**config.mk**
```make
export PLATFORM = sky130hd
export DESIGN_NAME = dmem_lsu
export DESIGN_NICKNAME = d
export VERILOG_FILES = /design/src/rtl/dmem_lsu.sv
export SDC_FILE = /design/constraint.sdc
export NUM_CORES = 1
export LEC_CHECK = 0
export BUFFER_PORTS_ARGS = -buffer_cell sky130_fd_sc_hd__buf_2
export CORE_UTILIZATION = 35
export DETAILED_ROUTE_END_ITERATION = 6
export PLACE_DENSITY_LB_ADDON = 0.12
export SYNTH_ARGS = -nofsm -noshare
export SYNTH_HDL_FRONTEND = slang
export SYNTH_SLANG_ARGS = --single-unit
```
**constraint.sdc**
```tcl
create_clock -name clk -period 3.3 [get_ports clk]
set_input_delay 0.165 -clock clk [delete_from_list [all_inputs] [get_ports clk]]
set_output_delay 0.165 -clock clk [all_outputs]
set_load 0.005 [all_outputs]
```
**src/rtl/dmem_lsu.sv**
```systemverilog
// Load/store unit between the EX/MEM stage and a 2 KB big-endian byte-addressed DMEM.
// Optional LSU_MISALIGN_TRAP_EN rejects misaligned half/word accesses; without it only the range check applies.
module dmem_lsu #(
  parameter logic [31:0] BASE_ADDR = 32'h1001_0000,
  parameter int          DM_AW     = 11
) (
  input  logic             clk,
  input  logic             rst,
  input  logic             req_valid,
  output logic             req_ready,
  input  logic [2:0]       req_op,
  input  logic [31:0]      req_addr,
  input  logic [31:0]      req_wdata,
  output logic             resp_valid,
  input  logic             resp_ready,
  output logic [31:0]      resp_rdata,
  output logic             resp_err,
  output logic             resp_misalign,
  output logic             dm_cs,
  output logic             dm_r,
  output logic             dm_w,
  output logic [DM_AW-1:0] dm_addr,
  output logic [31:0]      dm_wdata,
  output logic [1:0]       dm_bit_s,
  input  logic [31:0]      dm_rdata
);

  localparam logic [31:0] MEM_BYTES = 32'(1) << DM_AW;

  localparam logic [2:0] OP_LB  = 3'd0;
  localparam logic [2:0] OP_LBU = 3'd1;
  localparam logic [2:0] OP_LH  = 3'd2;
  localparam logic [2:0] OP_LHU = 3'd3;
  localparam logic [2:0] OP_LW  = 3'd4;

  typedef enum logic [1:0] {IDLE, ACCESS, RESP, ERR} state_t;

  state_t      state;
  logic [2:0]  op_q;
  logic [31:0] off;
  logic [31:0] size;
  logic [1:0]  bit_s;
  logic        is_load;
  logic        range_err;
  logic        misalign;
  logic [31:0] load_ext;

  always_comb begin
    off     = req_addr - BASE_ADDR;
    is_load = (req_op <= OP_LW);
    size    = 32'd4;
    bit_s   = 2'd2;
    case (req_op)
      3'd0, 3'd1, 3'd5: begin size = 32'd1; bit_s = 2'd0; end
      3'd2, 3'd3, 3'd6: begin size = 32'd2; bit_s = 2'd1; end
      default:          begin size = 32'd4; bit_s = 2'd2; end
    endcase
    // Unsigned compare also catches addresses below BASE_ADDR, which wrap to huge offsets.
    range_err = (off > (MEM_BYTES - size));
`ifdef LSU_MISALIGN_TRAP_EN
    misalign = ((bit_s == 2'd1) && req_addr[0]) ||
               ((bit_s == 2'd2) && (req_addr[1:0] != 2'b00));
`else
    misalign = 1'b0;
`endif
  end

  // DMEM places the addressed byte in [31:24]; narrower loads are taken from the top.
  always_comb begin
    load_ext = 32'h0;
    case (op_q)
      OP_LB:   load_ext = {{24{dm_rdata[31]}}, dm_rdata[31:24]};
      OP_LBU:  load_ext = {24'h0, dm_rdata[31:24]};
      OP_LH:   load_ext = {{16{dm_rdata[31]}}, dm_rdata[31:16]};
      OP_LHU:  load_ext = {16'h0, dm_rdata[31:16]};
      OP_LW:   load_ext = dm_rdata;
      default: load_ext = 32'h0;
    endcase
  end

  always_ff @(posedge clk) begin
    if (rst) begin
      state         <= IDLE;
      op_q          <= 3'd0;
      req_ready     <= 1'b1;
      resp_valid    <= 1'b0;
      resp_rdata    <= 32'h0;
      resp_err      <= 1'b0;
      resp_misalign <= 1'b0;
      dm_cs         <= 1'b0;
      dm_r          <= 1'b0;
      dm_w          <= 1'b0;
      dm_addr       <= '0;
      dm_wdata      <= 32'h0;
      dm_bit_s      <= 2'd0;
    end else begin
      case (state)
        IDLE: begin
          if (req_valid) begin
            op_q      <= req_op;
            req_ready <= 1'b0;
            if (misalign || range_err) begin
              state         <= ERR;
              resp_valid    <= 1'b1;
              resp_err      <= 1'b1;
              resp_misalign <= misalign;
              resp_rdata    <= 32'h0;
            end else begin
              state    <= ACCESS;
              dm_cs    <= 1'b1;
              dm_r     <= is_load;
              dm_w     <= ~is_load;
              dm_addr  <= off[DM_AW-1:0];
              dm_bit_s <= bit_s;
              dm_wdata <= is_load ? 32'h0 : req_wdata;
            end
          end
        end
        ACCESS: begin
          state         <= RESP;
          resp_valid    <= 1'b1;
          resp_err      <= 1'b0;
          resp_misalign <= 1'b0;
          resp_rdata    <= load_ext;
          dm_cs         <= 1'b0;
          dm_r          <= 1'b0;
          dm_w          <= 1'b0;
          dm_addr       <= '0;
          dm_wdata      <= 32'h0;
          dm_bit_s      <= 2'd0;
        end
        RESP, ERR: begin
          if (resp_ready) begin
            state         <= IDLE;
            req_ready     <= 1'b1;
            resp_valid    <= 1'b0;
            resp_err      <= 1'b0;
            resp_misalign <= 1'b0;
            resp_rdata    <= 32'h0;
          end
        end
        default: state <= IDLE;
      endcase
    end
  end

endmodule

```
# Yosys cells after proc, flatten, opt, wreduce, memory -nomap -nowiden
# Index checks and enable logic that the tools add are counted.
[word_totals]
reg_bits = 89
in_bits = 103
out_inout_bits = 84
elab_cells = 88
[op_classes]
n_addsub = 2
n_lt_le_gt_ge = 2
n_eq_ne = 16
n_mux = 41
bitwise_logic = 1
reduce_logical = 13
[ops]
columns = ["cell", "n"]
rows = [
  ["$mux 32", 6],
  ["$pmux 32 s5", 1],
  ["$pmux 32 s3", 1],
  ["$pmux 32 s2", 1],
  ["$gt 32x32->1", 1],
  ["$sub 12x32->32 const A", 1],
  ["$sub 32x29->32 const B", 1],
  ["$mux 11", 2],
  ["$pmux 11 s2", 1],
  ["$mux 1", 13],
  ["$eq 3x2->1 const B", 4],
  ["$mux 2", 5],
  ["$eq 3x3->1 const B", 3],
  ["$pmux 1 s3", 3],
  ["$reduce_and 3->1", 3],
  ["$ne 2x2->1 const B", 4],
  ["$pmux 1 s2", 4],
  ["$pmux 2 s2", 2],
  ["$eq 3x1->1 const B", 2],
  ["$logic_not 3->1", 2],
  ["$pmux 2 s3", 1],
  ["$pmux 3 s2", 1],
  ["$reduce_or 3->1", 2],
  ["$eq 2x2->1 const B", 2],
  ["7 further kinds", 9],
]

# Longest topological paths before layout
# Gate-level depths: netlist of the first run.
[logic_depth]
depth_word = 8
ltp_mapped = 15
depth_no_buf = 13

# Worst setup path after synthesis of the first run
# No wires, ideal clock.
[synth_timing]
kind = "input port to flip-flop"
from = "input req_op[0]"
to = "register dm_wdata[11]"
setup_ps = 117
arrival_ps = 2464
required_ps = 3183
slack_ps = 720
path_stages = 14
path_buffers = 2
cell_sequence = "inv_1 -> a21o_1 -> ha_1 -> nor2_1 -> nor2b_1 -> inv_1 -> ha_1 -> a31oi_1 -> nor3b_1 -> a32o_1 -> a31oi_1 -> buf_4 -> buf_2 -> a22o_1"
[synth_between]
elab_chain_cells = 7
word_cells_on_any_way = 18
cone_classes = "1 x add/sub; 2 x order compare; 6 x eq/ne; 5 x mux; 4 x reduce/logical"
[synth_rtl]
columns = ["element", "line_no", "source"]
rows = [
  ["from (decl)", "11", "input logic [2:0] req_op,"],
  ["$eq 3x2->1, or another cell as far along", "53", "case (req_op)"],
  ["$reduce_or 3->1", "53", ""],
  ["$pmux 3 s2", "53", ""],
  ["$sub 12x32->32", "59", "range_err = (off > (MEM_BYTES - size));"],
  ["$gt 32x32->1", "59", ""],
  ["$ne 2x2->1 (no source line)", "-", ""],
  ["$reduce_and 3->1 (no source line)", "-", ""],
  ["to (signal assigned)", "115", "dm_wdata <= is_load ? 32'h0 : req_wdata;"],
  ["to (decl)", "23", "output logic [31:0] dm_wdata,"],
]
# Parallel ways exist; a longest one is shown, timed or not. The select of a mux whose other input is x is not followed.
# A chain may end at the register's enable or synchronous reset.

# Final worst setup path of the first run
[layout_timing]
from = "input req_op[0]"
to = "register dm_bit_s[0]"
[layout_between]
elab_chain_cells = 7
word_cells_on_any_way = 17
cone_classes = "1 x add/sub; 1 x order compare; 6 x eq/ne; 5 x mux; 4 x reduce/logical"
[layout_rtl]
columns = ["element", "line_no", "source"]
rows = [
  ["$eq 3x2->1, or another cell as far along", "53", ""],
  ["$reduce_or 3->1", "53", ""],
  ["$pmux 3 s2", "53", ""],
  ["$sub 12x32->32", "59", ""],
  ["$gt 32x32->1", "59", ""],
  ["$ne 2x2->1 (no source line)", "-", ""],
  ["$reduce_and 3->1 (no source line)", "-", ""],
  ["to (signal assigned)", "114", "dm_bit_s <= bit_s;"],
  ["to (decl)", "24", "output logic [1:0] dm_bit_s,"],
]
# Parallel ways exist; a longest one is shown, timed or not. The select of a mux whose other input is x is not followed.

==> metrics.txt, run 1 <==
dpl hpwl 7840 um; outcome finished, final reports clean; CTS buffer count 9; post-synthesis register bit count 88; EDFF count, synth 0; Final Non-Filler Cells 719; port bufs 185; Routed WL per cell 14.9 um; fmax 350 MHz; Setup Crit Path Kind input port to register; leakage 2.31 nW; Post-Place Cells 705; Resized cells post-CTS 0; Synth top area share 46.3%; largest net degree at the start of global routing 43; Setup-failing EPs final 0; CP Data Required Time 3.59 ns; Slew headroom 36.5%; # H-tree levels 3; clk sinks 88; DR pass1 iterations 5; total power draw 2.05 mW; Mapped Avg Cell Area 9.28 um^2; worst vdd ir 0.199 mV; Power Density 410 mW/mm^2; area delta synth->final 31.3%; Clock Path Buffers 2; Async SR Flop Fraction 0%; layout cell share with drive strength beyond 1 36.0%; area of the multi-input gates 0.00176 mm^2; Mapped Area 0.00381 mm^2; DR DRC count 0; Synth Warn # 0; unrepaired setup endpoints after global routing no; Yosys cell types 42; worst-margin pin slew 0.949 ns; sequential share of the synthesized area 46.3%; most frequent cells in the layout buf_2 (185), dfxtp_1 (88), a22o_1 (45); global-route wire length before repair 17100 um; crit start category input port; setup repair bufs after CTS 0; crit-path cells buf_2, inv_1, a21o_1, ha_1, nor2_1, nor2b_1, inv_1, ha_1, a31oi_1, nor3b_1, a32oi_1, nor3_2, a32o_1; Hold Crit Class input port to register; Worst Path Arrival 3.16 ns; io pins 187; minimum clock period 2.86 ns; CTS hold repair buffers 0; vias in the first global route 3464; Detail Route Antenna Nets 0; Synth area leader dfxtp_1; CP Max Fanout 15; Clock Pin Slew Worst Setup and Hold Paths 0.09 ns; First DRT Iteration DRCs 195; Post-Synthesis Cells 410; final period utilization 86.7%; ANT cells 0; Crit-path slowest cell nor3_2; clk root buf clkbuf_8; Hold Vio Cnt, Final 0; CP max stage delay 0.75 ns; drt via density 5.09; final WL 10700 um; Setup TNS Final 0 ns; Site Rows 37; RD Place Congestion 0.794; initial antenna violation count 0; Die Y 106 um; insertion delay to the later sink of the worst-skew pair 0.35 ns; endpoint class of the critical path register; GRT Util Overall 19.2%; Filler cells 1047; Top FF cell, synth dfxtp_1; gr ovfl total 0; Max Slew Vio Count 0; clk_skew 0.0109 ns; TritonCTS clock tree done; Max-cap violations 0; Vias 3660; Die Wd 106 um; commonest non-fill, non-tap cell in the layout buf_2; Initial Util 36.5%; synth top area cells dfxtp_1 (46%), a22o_1 (10%), a21oi_1 (4.7%), inv_1 (4.0%), o32ai_1 (3.7%); Seq. cell area 0.00176 mm^2; die area 0.0113 mm^2; syn nets 524; nets@finish 694; Core Footprint 0.0104 mm^2
## worst max-delay path, delay by kind of cell
kind	cells	cell delay (ns)
and+or+nand+nor	4	1.46
AOI/OAI and AO/OA	4	0.81
buffers and inverters	3	0.25
adders and majority gates	2	0.48
## Yosys cell counts, types with 2 or more instances
cell and instances:
a21oi_1 36, nand2_1 26, a32o_1 2, nor3b_1 2, nand3_1 4, a21o_1 8, nand4_1 3, a22o_1 45
a211o_1 2, ha_1 11, nor2b_1 12, a221oi_1 2, o32ai_1 16, dfxtp_1 88, o31ai_1 16, buf_4 3
nor4_1 3, buf_6 3, clkbuf_1 17, a211oi_1 2, nor4b_2 2, o21ai_0 16, a31oi_1 5, buf_2 5
buf_1 2, inv_1 41, nor2_1 7, nand2b_1 17
## through the flow
stage	setup slack, ns	instance area (um^2)	hold WS (ns)	util (%)
floorplan	0.720	3810	0.290	-
CTS	0.443	5000	0.000624	48.0
finish	0.440	5000	0.0241	48.0
global route	0.0435	5000	0.00498	48.0
global placement	0.216	4840	0.377	46.4
detailed placement	0.0600	4840	0.378	46.4
## state kept, by name, indices dropped and copies added, names as in the netlist
name,cells
dm_cs,1
dm_addr,11
dm_w,1
state,2
req_ready,1
op_q,3
dm_wdata,32
resp_rdata,32
dm_r,1
resp_valid,1
dm_bit_s,2
resp_err,1
## path summary, 6_finish.rpt
| kind | startpoint | endpoint | slack, ns | cells past startpoint |
|---|---|---|---|---|
| worst min-delay path | req_wdata[4] | dm_wdata[4]$_SDFFE_PP0P_ | 0.02 | 2 |
| worst max-delay path | req_op[0] | dm_bit_s[0]$_SDFFE_PP0P_ | 0.44 | 13 |
| worst min register to register | dm_w$_SDFFE_PP0P_ | dm_w$_SDFFE_PP0P_ | 0.46 | 1 |
| worst max register to register | op_q[2]$_SDFFE_PP0P_ | resp_rdata[27]$_SDFFE_PP0P_ | 0.92 | 4 |
## cell type report
| cell class | count | share of cell area, % |
|---|---|---|
| Clock buffer | 10 | 2.75 |
| Clock inverter | 4 | 0.451 |
| Inverter | 41 | 3.08 |
| Multi-Input combinational cell | 251 | 35.2 |
| Sequential cell | 88 | 35.3 |
| Tap cell | 136 | 3.41 |
| Timing Repair Buffer | 189 | 19.9 |
## cells by family after synthesis
family	Yosys count	share of synthesized area, %
simple gates	84	12.6
compound gates	155	29.4
buf+inv	71	8.05
flops	88	46.3
other cells	1	0.0985
fa+ha+maj	11	3.62
## power breakdown
| group | total, mW | leakage, nW | switching (mW) | internal [mW] |
|---|---|---|---|---|
| Sequential | 1.10 | 0.711 | 0.0192 | 1.08 |
| Clock | 0.655 | 0.0838 | 0.372 | 0.282 |
| Combinational | 0.294 | 1.52 | 0.169 | 0.125 |
## layer usage
| layer | track usage, % | part of all wire [%] | wire (um) |
|---|---|---|---|
| met1 | 24.9 | 45 | 4860 |
| met3 | 4.78 | 7.7 | 823 |
| met2 | 30.4 | 46 | 4910 |
| met4 | 7.34 | 1.3 | 144 |
| met5 | 0 | 0 | 0 |
(Power assumes the default switching activity.)
==> run 2, diff against run 1 <==
Settings changed: RECOVER_POWER set to 50.
==> metrics.txt, run 2 (synthesis results as in run 1) <==
CP max stage delay 0.75 ns (about the same); nets@finish 694 (unchanged); worst-margin pin slew 0.936 ns (was 0.949 ns); Routed WL per cell 15.0 um (was 14.9 um); Die Y 106 um (unchanged); clock share of power 32.0% (was 31.9%); leakage 2.13 nW (was 2.31 nW); Worst Path Arrival 3.16 ns (about the same); clk_skew 0.00892 ns (was 0.0109 ns); final WL 10800 um (was 10700 um); Initial Util 36.5% (unchanged); insertion delay to the later sink of the worst-skew pair 0.35 ns (about the same); endpoint class of the critical path register (unchanged); GRT Util Overall 19.2% (unchanged); Clock Path Buffers 2 (unchanged); CP Data Required Time 3.59 ns (about the same); Setup-failing EPs final 0 (unchanged); ANT cells 0 (unchanged); First DRT Iteration DRCs 191 (was 195); Detail Route Antenna Nets 0 (unchanged); Hold Vio Cnt, Final 0 (unchanged); setup repair bufs after CTS 0 (unchanged); Clock Pin Slew Worst Setup and Hold Paths 0.09 ns (about the same); Filler cells 1066 (was 1047); Post-Place Cells 705 (unchanged); minimum clock period 2.87 ns (was 2.86 ns); layout cell share with drive strength beyond 1 29.0% (was 36.0%); Slew headroom 37.4% (was 36.5%); clk sinks 88 (unchanged); DR pass1 iterations 4 (was 5); Setup TNS Final 0 ns (unchanged); Power Density 414 mW/mm^2 (was 410 mW/mm^2); Seq. cell area 0.00176 mm^2 (unchanged); DR DRC count 0 (unchanged); Max-cap violations 0 (unchanged); fmax 349 MHz (was 350 MHz); commonest non-fill, non-tap cell in the layout buf_2 (unchanged); dpl hpwl 7840 um (unchanged); Resized cells post-CTS 0 (unchanged); global-route wire length before repair 17100 um (unchanged); die area 0.0113 mm^2 (unchanged); Hold Crit Class input port to register (unchanged); vias in the first global route 3464 (unchanged); crit start category input port (unchanged); CP Max Fanout 15 (unchanged); Site Rows 37 (unchanged); Internal 1.49 mW (about the same); Vias 3663 (was 3660); CTS hold repair buffers 0 (unchanged); drt via density 5.09 (about the same); CTS buffer count 9 (unchanged); Crit-path slowest cell nor3_2 (unchanged); clk root buf clkbuf_8 (unchanged); initial antenna violation count 0 (unchanged); Sw Pwr 562 uW (was 561 uW); # H-tree levels 3 (unchanged); largest net degree at the start of global routing 43 (unchanged); top flop regs dm_wdata x32, resp_rdata x32, dm_addr x11 (unchanged); gr ovfl total 0 (unchanged); Final Non-Filler Cells 719 (unchanged); Gate power share 14.3% (was 14.4%); Die Wd 106 um (unchanged); Sw Share 27.4% (about the same); unrepaired setup endpoints after global routing no (unchanged); outcome finished, final reports clean (unchanged); most frequent cells in the layout buf_2 (144), dfxtp_1 (88), a22o_1 (45) (was buf_2 (185), dfxtp_1 (88), a22o_1 (45)); RD Place Congestion 0.794 (unchanged); final period utilization 86.9% (was 86.7%); Max Slew Vio Count 0 (unchanged); port bufs 185 (unchanged); sequential share of power 53.7% (about the same); area of the multi-input gates 0.00176 mm^2 (unchanged); worst vdd ir 0.198 mV (was 0.199 mV); crit-path cells buf_2, inv_1, a21o_1, ha_1, nor2_1, nor2b_1, inv_1, ha_1, a31oi_1, nor3b_1, a32oi_1, nor3_2, a32o_1 (unchanged); area delta synth->final 29.9% (was 31.3%); TritonCTS clock tree done (unchanged); Core Footprint 0.0104 mm^2 (unchanged); Setup Crit Path Kind input port to register (unchanged); io pins 187 (unchanged)
[run 2: area by class of cell]
cell class	instances	share of cell area, %
Multi-Input combinational cell	251	35.5
Sequential cell	88	35.6
Clock buffer	10	2.78
Inverter	41	3.11
Tap cell	136	3.44
Timing Repair Buffer	189	19.1
Clock inverter	4	0.455
[run 2: routing by layer]
layer | up-vias | wire length (um) | global-route usage, %
met5 | - | 0 | 0
met4 | 0 | 168 | 7.34
met3 | 14 | 831 | 4.78
met2 | 149 | 4850 | 30.4
met1 | 1678 | 4940 | 24.9
li1 | 1822 | - | -
[run 2: stage by stage]
step	utilization, %	worst slack (ns)	instance area (um^2)	hold slack [ns]	power, mW
after floorplan	-	0.720	3810	0.290	1.28
after global placement	46.4	0.216	4840	0.377	1.41
after detailed placement	46.4	0.0600	4840	0.378	1.42
after CTS	48.0	0.443	5000	0.000624	2.08
after global routing	47.5	0.0435	4940	0.00498	2.15
final	47.5	0.433	4940	0.0234	2.05
[run 2: worst paths after layout]
check | from | to | slack, ns | depth (start not counted)
worst max-delay path | req_op[0] | dm_bit_s[0]$_SDFFE_PP0P_ | 0.43 | 13
worst min-delay path | req_wdata[4] | dm_wdata[4]$_SDFFE_PP0P_ | 0.02 | 2
worst max register to register | op_q[2]$_SDFFE_PP0P_ | resp_rdata[27]$_SDFFE_PP0P_ | 0.92 | 4
worst min register to register | dm_w$_SDFFE_PP0P_ | dm_w$_SDFFE_PP0P_ | 0.46 | 1
[run 2: power groups by stage]
stage	Sequential [mW]	Combinational, mW	Clock, mW
6_report	1.10	0.292	0.655
5_1_grt	1.11	0.327	0.721
4_1_cts	1.10	0.296	0.679
3_5_place_dp	1.13	0.294	0
3_3_place_gp	1.12	0.290	0
2_1_floorplan	1.12	0.162	0
[run 2: worst max-delay path: cells and delay by family]
kind	cells	cell delay (ns)
AND/OR/NAND/NOR	4	1.46
buffers and inverters	3	0.25
adder cells (fa/ha/maj)	2	0.47
AO/OA/AOI/OAI	4	0.81
==> run 3, diff against run 2 <==
Settings changed: RECOVER_POWER 50 to 25.
==> metrics.txt, run 3 (synthesis results as in run 1) <==
Die Wd 106 um (unchanged); largest net degree at the start of global routing 43 (unchanged); dpl hpwl 7840 um (unchanged); Setup TNS Final 0 ns (unchanged); worst vdd ir 0.198 mV (about the same); Hold Path Origin req_wdata[4] (unchanged); Initial Util 36.5% (unchanged); Setup Crit Path Kind input port to register (unchanged); fmax 346 MHz (was 349 MHz); Max Slew Vio Count 0 (unchanged); die area 0.0113 mm^2 (unchanged); clk root buf clkbuf_8 (unchanged); CP Max Fanout 15 (unchanged); port bufs 185 (unchanged); Filler cells 1054 (was 1066); nets@finish 694 (unchanged); drt via density 5.09 (about the same); Core Footprint 0.0104 mm^2 (unchanged); Hold Vio Cnt, Final 0 (unchanged); initial antenna violation count 0 (unchanged); Die Y 106 um (unchanged); crit start category input port (unchanged); GRT Util Overall 19.2% (unchanged); final WL 10800 um (about the same); CP max stage delay 0.75 ns (about the same); CP Data Required Time 3.59 ns (about the same); Power Density 412 mW/mm^2 (was 414 mW/mm^2); worst-margin pin slew 0.947 ns (was 0.936 ns); commonest non-fill, non-tap cell in the layout buf_2 (unchanged); top flop regs dm_wdata x32, resp_rdata x32, dm_addr x11 (unchanged); gr ovfl total 0 (unchanged); insertion delay to the later sink of the worst-skew pair 0.35 ns (about the same); Resized cells post-CTS 0 (unchanged); crit-path cells buf_2, inv_1, a21o_1, ha_1, nor2_1, nor2b_1, inv_1, ha_1, a31oi_1, nor3b_1, a32oi_1, nor3_2, a32o_1 (unchanged); clk sinks 88 (unchanged); Seq. cell area 0.00176 mm^2 (unchanged); Crit-path slowest cell nor3_2 (unchanged); DR DRC count 0 (unchanged); clk_skew 0.00891 ns (was 0.00892 ns); TritonCTS clock tree done (unchanged); critical register-to-register path startpoint op_q[2]$_SDFFE_PP0P_ (unchanged); ANT cells 0 (unchanged); crit path buf inv count 3 (unchanged); most frequent cells in the layout buf_2 (168), dfxtp_1 (88), a22o_1 (45) (was buf_2 (144), dfxtp_1 (88), a22o_1 (45)); final period utilization 87.5% (was 86.9%); CTS buffer count 9 (unchanged); Clock Path Buffers 2 (unchanged); Routed WL per cell 15.0 um (about the same); Worst Setup SP req_op[0] (unchanged); endpoint class of the critical path register (unchanged); global-route wire length before repair 17100 um (unchanged); Site Rows 37 (unchanged); DR pass1 iterations 4 (unchanged); Largest delay share family, worst path simple AND/OR/NAND/NOR gates (unchanged); leakage 2.24 nW (was 2.13 nW); RD Place Congestion 0.794 (unchanged); Detail Route Antenna Nets 0 (unchanged); # H-tree levels 3 (unchanged); layout cell share with drive strength beyond 1 33.1% (was 29.0%); minimum clock period 2.89 ns (was 2.87 ns); Clock Pin Slew Worst Setup and Hold Paths 0.09 ns (about the same); outcome finished, final reports clean (unchanged); Hold Crit Class input port to register (unchanged); Worst Path Arrival 3.18 ns (was 3.16 ns); total power draw 2.05 mW (about the same); Max-cap violations 0 (unchanged); Slew headroom 36.6% (was 37.4%); area of the multi-input gates 0.00176 mm^2 (unchanged); CTS hold repair buffers 0 (unchanged); setup repair bufs after CTS 0 (unchanged); unrepaired setup endpoints after global routing no (unchanged); io pins 187 (unchanged); Setup-failing EPs final 0 (unchanged); vias in the first global route 3464 (unchanged); area delta synth->final 30.7% (was 29.9%); First DRT Iteration DRCs 190 (was 191); Vias 3662 (was 3663)
[run 3: cell count changes in the layout (fill, tap and decap cells not counted), sizes merged]
| cell | delta |
|---|---|
| buf | +24 |
| clkbuf | -24 |
[run 3: final timing paths]
check / endpoint / slack (ns) / depth (start not counted)
min: dm_wdata[4]$_SDFFE_PP0P_ / 0.02 / 2
min reg2reg: dm_w$_SDFFE_PP0P_ / 0.46 / 1
max: dm_bit_s[0]$_SDFFE_PP0P_ / 0.41 / 13
max reg2reg: resp_rdata[27]$_SDFFE_PP0P_ / 0.91 / 4
[run 3: routing by layer]
metal / global-route usage, % / wire length, um
met3: 4.78 / 811
met1: 24.9 / 4930
met5: 0 / 0
met4: 7.34 / 168
met2: 30.4 / 4850
[run 3: where the power goes]
| part | switching [mW] | total [mW] | internal, mW | leakage (nW) |
|---|---|---|---|---|
| registers | 0.0194 | 1.10 | 1.08 | 0.711 |
| clock network | 0.372 | 0.655 | 0.282 | 0.0838 |
| logic | 0.170 | 0.294 | 0.124 | 1.44 |
[run 3: cell type report]
| type | count | area share (%) |
|---|---|---|
| Sequential cell | 88 | 35.4 |
| Multi-Input combinational cell | 251 | 35.3 |
| Timing Repair Buffer | 189 | 19.5 |
| Tap cell | 136 | 3.42 |
| Inverter | 41 | 3.09 |
| Clock buffer | 10 | 2.77 |
| Clock inverter | 4 | 0.453 |
[run 3: stage by stage]
stage          setup WS (ns)  std cells  cell area [um^2]  hold WS [ns]  util (%)
6_report               0.411        719              4970        0.0234      47.8
5_1_grt               0.0435        719              4970       0.00498      47.8
4_1_cts                0.443        719              5000      0.000624      48.0
3_5_place_dp          0.0600        705              4840         0.378      46.4
3_3_place_gp           0.216        705              4840         0.377      46.4
2_1_floorplan          0.720        410              3810         0.290         -
